--- src/rtl/rect_draw_engine.sv ---
// Rectangle rasteriser: one registered pixel slot per cycle, column-major scan, fill or outline.
// Optional RECT_DRAW_STALL_EN adds a ready input that holds an unaccepted pixel write.
module rect_draw_engine #(
    parameter int COORD_W = 10,
    parameter int DIM_W   = 7,
    parameter int COLOR_W = 3
) (
    input  logic               clk,
    input  logic               resetn,
`ifdef RECT_DRAW_STALL_EN
    input  logic               ready,
`endif
    input  logic               start,
    input  logic [COORD_W-1:0] x_in,
    input  logic [COORD_W-1:0] y_in,
    input  logic [DIM_W-1:0]   w_in,
    input  logic [DIM_W-1:0]   h_in,
    input  logic [COLOR_W-1:0] color_in,
    input  logic               outline,
    output logic               busy,
    output logic               done,
    output logic               writeEn,
    output logic [COORD_W-1:0] x_out,
    output logic [COORD_W-1:0] y_out,
    output logic [COLOR_W-1:0] color
);
    // state  | meaning
    // IDLE   | waiting for start; latches the request
    // DRAW   | presenting one pixel slot per cycle
    // FINISH | pulses done, drops busy
    typedef enum logic [1:0] {IDLE, DRAW, FINISH} state_t;

    localparam logic [DIM_W-1:0] ONE = DIM_W'(1);

    state_t             state, state_nxt;
    logic [COORD_W-1:0] x_q, x_nxt, y_q, y_nxt;
    logic [DIM_W-1:0]   w_q, w_nxt, h_q, h_nxt, cx, cx_nxt, cy, cy_nxt;
    logic [COLOR_W-1:0] c_q, c_nxt;
    logic               o_q, o_nxt;
    logic               busy_nxt, done_nxt, we_nxt;
    logic [COORD_W-1:0] x_out_nxt, y_out_nxt;
    logic [COLOR_W-1:0] color_nxt;
    logic               stall, on_border;

`ifdef RECT_DRAW_STALL_EN
    assign stall = writeEn & ~ready;
`else
    assign stall = 1'b0;
`endif

    assign on_border = (cx == '0) || (cx == w_q - ONE) || (cy == '0) || (cy == h_q - ONE);

    always_comb begin
        state_nxt = state;
        x_nxt     = x_q;
        y_nxt     = y_q;
        w_nxt     = w_q;
        h_nxt     = h_q;
        c_nxt     = c_q;
        o_nxt     = o_q;
        cx_nxt    = cx;
        cy_nxt    = cy;
        busy_nxt  = busy;
        done_nxt  = 1'b0;
        we_nxt    = writeEn;
        x_out_nxt = x_out;
        y_out_nxt = y_out;
        color_nxt = color;
        case (state)
            IDLE: begin
                we_nxt = 1'b0;
                if (start) begin
                    x_nxt     = x_in;
                    y_nxt     = y_in;
                    w_nxt     = w_in;
                    h_nxt     = h_in;
                    c_nxt     = color_in;
                    o_nxt     = outline;
                    cx_nxt    = '0;
                    cy_nxt    = '0;
                    busy_nxt  = 1'b1;
                    state_nxt = (w_in == '0 || h_in == '0) ? FINISH : DRAW;
                end
            end
            DRAW: begin
                if (!stall) begin
                    // Coordinates wrap naturally at COORD_W bits; no clipping.
                    x_out_nxt = x_q + COORD_W'(cx);
                    y_out_nxt = y_q + COORD_W'(cy);
                    color_nxt = c_q;
                    we_nxt    = !o_q || on_border;
                    if (cy == h_q - ONE) begin
                        cy_nxt = '0;
                        if (cx == w_q - ONE) state_nxt = FINISH;
                        else                 cx_nxt    = cx + ONE;
                    end else begin
                        cy_nxt = cy + ONE;
                    end
                end
            end
            FINISH: begin
                // The last slot may still be waiting on ready here.
                if (!stall) begin
                    we_nxt    = 1'b0;
                    done_nxt  = 1'b1;
                    busy_nxt  = 1'b0;
                    state_nxt = IDLE;
                end
            end
            default: state_nxt = IDLE;
        endcase
    end

    always_ff @(posedge clk) begin
        if (!resetn) begin
            state   <= IDLE;
            x_q     <= '0;
            y_q     <= '0;
            w_q     <= '0;
            h_q     <= '0;
            c_q     <= '0;
            o_q     <= 1'b0;
            cx      <= '0;
            cy      <= '0;
            busy    <= 1'b0;
            done    <= 1'b0;
            writeEn <= 1'b0;
            x_out   <= '0;
            y_out   <= '0;
            color   <= '0;
        end else begin
            state   <= state_nxt;
            x_q     <= x_nxt;
            y_q     <= y_nxt;
            w_q     <= w_nxt;
            h_q     <= h_nxt;
            c_q     <= c_nxt;
            o_q     <= o_nxt;
            cx      <= cx_nxt;
            cy      <= cy_nxt;
            busy    <= busy_nxt;
            done    <= done_nxt;
            writeEn <= we_nxt;
            x_out   <= x_out_nxt;
            y_out   <= y_out_nxt;
            color   <= color_nxt;
        end
    end
endmodule

--- config.mk ---
export PLATFORM = sky130hd
export DESIGN_NAME = rect_draw_engine
export DESIGN_NICKNAME = d
export VERILOG_FILES = /design/src/rtl/rect_draw_engine.sv
export SDC_FILE = /design/constraint.sdc
export NUM_CORES = 1
export LEC_CHECK = 0
export BUFFER_PORTS_ARGS = -buffer_cell sky130_fd_sc_hd__buf_2
export CELL_PAD_IN_SITES_DETAIL_PLACEMENT = 0
export CELL_PAD_IN_SITES_GLOBAL_PLACEMENT = 1
export CORE_MARGIN = 4
export CORE_UTILIZATION = 42
export DETAILED_ROUTE_END_ITERATION = 6
export PLACE_DENSITY = 0.91
export SLEW_MARGIN = 10
export SYNTH_ARGS = -nofsm -noshare
export SYNTH_HDL_FRONTEND = slang
export SYNTH_SLANG_ARGS = --single-unit
export TNS_END_PERCENT = 50
--- constraint.sdc ---
create_clock -name clk -period 2.8 [get_ports clk]
set_clock_uncertainty 0.15 [all_clocks]
set_input_delay 0.28 -clock clk [delete_from_list [all_inputs] [get_ports clk]]
set_output_delay 0.28 -clock clk [all_outputs]
set_load 0.005 [all_outputs]
### After elaboration in Yosys (flattened, before gate mapping)

Index checks and enable logic that the tools add are counted.

* flip-flop bits (word level): 80
* bits of input ports: 41
* output and inout port bits: 26
* word-level logic and storage cells: 64

* add/sub/neg operators: 6
* equality and inequality tests: 8
* multiplexer cells: 15
* reduce and logical (&&, ||, !) cells: 20

Operators by type and width (number)
* 7-bit zero test: 4
* 7-bit 2-to-1 mux: 4
* 7-bit one-hot mux with 2 select lines: 2
* 10-bit by 7-bit adder with 10-bit output: 2
* 7-bit by 1-bit adder with 7-bit output (second input constant): 2
* 7-bit == test: 2
* 7-bit by 1-bit subtractor with 7-bit output (second input constant): 2
* 2-bit 2-to-1 mux: 4
* 2-bit != test (second input constant): 4
* 2-bit AND reduction: 3
* 2-bit nonzero test: 3
* 1-bit logical OR: 5
* 1-bit one-hot mux with 2 select lines: 2
* 2-bit one-hot mux with 2 select lines: 1
* 4-bit AND reduction: 1
* 3-bit AND reduction: 1
* 2-bit by 1-bit == test with 1-bit output (second input constant): 1
* 2-bit == test (second input constant): 1
* 2-bit zero test: 1
* 1-bit 2-to-1 mux: 2
* 2-bit OR reduction: 1
* 1-bit zero test: 1

### Logic depth before layout (Yosys ltp)

* word-level depth: 7
* gate-level depth with buffers: 10
* mapped depth without buffers: 10

### Least setup slack after synthesis

Ideal clock, no wire load.

* kind: register -> register
* start point: register h_q[0]
* end point: register cx[3]
* library setup time: 0.116 ns
* arrival: 2.316 ns
* data required time: 2.534 ns
* path slack: 0.218 ns
* cell stages (with the launch flop): 10
* path buffers: 0
* period minus slack after synthesis: 2.582 ns
* cell sequence: dfxtp_1 inv_1 ha_1 nor2b_1 or3_1 a311oi_2 o211ai_2 a2111oi_4 a21oi_1 a31o_1

* longest elaborated chain between the ends: 4

Ends and longest elaborated chain
* from (decl): RTL line 37 `logic [DIM_W-1:0] w_q, w_nxt, h_q, h_nxt, cx, cx_nxt, cy, cy_nxt;`
* from (signal assigned): RTL line 136 `h_q <= h_nxt;`
* 7-bit by 1-bit subtractor with 7-bit output: RTL line 92 `if (cy == h_q - ONE) begin`
* 7-bit == test: RTL line 92
* 2-bit != test (no source line)
* 4-bit AND reduction (no source line)
* to (signal assigned): RTL line 139 `cx <= cx_nxt;`
* to (decl): RTL line 37

Every way passes these cells.
A chain may end at the register's enable or synchronous reset.

### Final worst setup path

Ends and elaborated chain as after synthesis.

==> qor.csv <==
metric;value;unit
multi_input_area;2360;um2
power.density;541;nW/um2
start_kind;flop;
synth-compound-area-share;0.199;
drt_iter0_markers;242;
numCtsBuffers;9;
seq_area;1610;um2
crit_type;flop to flop;
p_sw;0.714;mW
gp_congestion;0.831;
post-route-util;0.510;
dpl_cell_area;4630;um2
crit_chain;inv_1 -> ha_1 -> nor2b_1 -> or3_1 -> a311oi_2 -> o211ai_2 -> a2111oi_4 -> a21oi_1 -> a31o_1;
fin_cells;731;
die_w;108;um
drive_above_1_share;0.184;
crit_fanout;8;
design_area;4960;um2
cts_sinks;80;
die_h;108;um
area_delta_synth_final;18.9;%
setup_violations;0;
synthDistinctLibCells;56;
synth_edf_count;0;
rr_worst_depth;9;
synth.avg_cell_area;7.98;um2
ctsRootBufferMaster;clkbuf_8;
layout.nets;656;
via_per_inst;5.20;
power;2.69;mW
rows;36;
hold_viol;0;
dp.cells;708;
ant_nets;0;
place_worst_setup_slack;-0.0295;ns
fin_crit;2.66;ns
slew_violations;0;
setup_slack;0.140;ns
intPower;1.97;mW
ios;67;
vdd_drop_max;238;uV
clock_path_buffers;2;
syn_area;4170;um2
crit_path_top_delay_cell;a2111oi_4;
die_area;11600;um2
drt-total-wl;10200;um
pwr-share-comb;0.142;
cp.depth;9;
ys_ff_latch;80;
synth_cells;523;
cp_top_family;compound AO/OA/AOI/OAI gates;
power_frac_seq;0.463;
sw_frac_of_total;0.266;
cts_tree;done;
hp-class;input pin to flop;
start_util;0.429;
cts.reportedPaths.clkPinSlew;0.09;ns
status;completed;
grt_max_degree;58;
maxCapViolations;0;
synthSimpleGateAreaFrac;0.237;
synthesis.nets;586;
cts_max_level;3;
routedWlPerCell;14.0;um
grt_pass1_vias;3629;
dominantRegCellSynth;dfxtp_1;
final.fill_count;978;
p_leak;2.01;nW
end_kind;flop;
synth_fa_ha_area_frac;0.0696;
rsz0062_at_grt;true;
port_buffers;66;
num_antenna_cells;0;
muxShareOfSynthArea;0.00720;
vias;3802;
clkPwrFrac;0.395;
grt_use_total;0.180;
synthXorXnorAreaFrac;0.0525;
tightest_slew;0.702;ns
cp_num_buf_inv;1;
arrival;2.76;ns
relSlewSlack;0.529;
synth_top_family_by_area;simple AND/OR/NAND/NOR gates;
ys_async_sr_fraction;0;
firstDrtPassIters;4;
postCtsSetupBuffers;0;
synth_warnings;0;
grt_pass1_wl;16700;um
required;2.90;ns
post-route-drc-count;0;
period_share;0.950;
insertion_delay;0.35;ns
cpPeakStageDelay;0.43;ns
hpwl;7550;um
gr-total-overflow;0;
ys_seq_area_frac;0.384;
hold_path_depth;3;
antenna_found_initial;0;
core;9730;um2
fmax;376;MHz
path summary, 6_finish.rpt:
| path | start | endpoint | slack, ns |
|---|---|---|---|
| max | h_q[0] | cx[3] | 0.14 |
| max reg2reg | h_q[0] | cx[3] | 0.14 |
| min reg2reg | y_out[3] | y_out[3] | 0.30 |
| min | color_in[1] | c_q[1] | 0.01 |
worst register-to-register path, stage by stage, from the launching register on:
cell	delay, ns
dfxtp_4	0.38
inv_1	0.05
ha_1	0.21
nor2b_1	0.16
or3_1	0.36
a311oi_2	0.27
o211ai_2	0.24
a2111oi_4	0.43
a21oi_1	0.13
a31o_1	0.21
logic make-up after synthesis:
logic type | after synthesis
AOI/OAI and AO/OA | 125
xor gates and xnor gates | 25
adders and majority gates | 22
buffers and inverters | 51
DFF | 80
muxes | 3
and+or+nand+nor | 217
cell usage after synthesis (8+ instances only):
library cell	instances	area share
a211oi_1	9	0.016
nor2_1	23	0.021
xor2_1	9	0.019
a21oi_1	63	0.076
nand3_1	16	0.019
o21ai_0	16	0.019
xnor2_1	16	0.034
clkbuf_1	20	0.018
nand4_1	8	0.012
nand2_1	112	0.10
nor2b_1	10	0.015
nor3_1	20	0.024
inv_1	27	0.024
ha_1	20	0.060
dfxtp_1	80	0.38
power groups by stage:
stage	Combinational [mW]	Clock (mW)	Sequential (mW)
2_1_floorplan	0.264	0	1.25
3_3_place_gp	0.366	0	1.27
3_5_place_dp	0.374	0	1.27
4_1_cts	0.384	1.08	1.24
5_1_grt	0.430	1.13	1.25
6_report	0.382	1.06	1.24
layout make-up:
class	count	area share
clock buffer	10	0.0277
inverter	28	0.0212
sequential	80	0.324
multi-input combinational	392	0.476
clock inverter	6	0.0230
timing repair buffer	82	0.0943
tap	133	0.0336
per-stage QoR:
step	hold WS (ns)	TNS, ns
after CTS	0.000454	0
final	0.0116	0
after global routing	0.00835	-0.124
after floorplan	0.266	0
after detailed placement	0.294	-0.0352
after global placement	0.287	0
routing by layer:
layer | GRT usage | share of wire | up-vias | wire length [um]
li1 | - | - | 1949 | -
met3 | 0.0360 | 0.044 | 11 | 446
met5 | 0 | 0 | - | 0
met1 | 0.221 | 0.46 | 1771 | 4680
met2 | 0.317 | 0.48 | 71 | 4950
met4 | 0.0550 | 0.014 | 0 | 142
cells in the final DEF (no fill, tap or decap), types with 7 or more instances in the layout:
cell type,n
ha_1,20
nand2_1,112
inv_1,27
o21ai_0,16
a211oi_1,8
nand3_1,16
clkbuf_8,10
buf_4,9
xor2_1,9
dlygate4sd3_1,7
nor3_1,20
nand4_1,8
xnor2_1,16
buf_2,66
a21oi_1,63
dfxtp_1,78
nor2b_1,10
nor2_1,23
repair_timing:
action	in CTS	in global routing
endpoints found under the hold margin	7	0
setup endpoints to repair	4	7
pin swaps	1	0
resized for setup	0	4
hold buffers	7	0
flip-flops by register name, indices dropped and copies added, names as in the netlist, 2 cells and up:
name and count:
c_q 3, color 3, cx 7, cy 7, h_q 7, state 2
w_q 7, x_out 10, x_q 10, y_out 10, y_q 10
No activity file was read; power rests on OpenSTA's default activity.
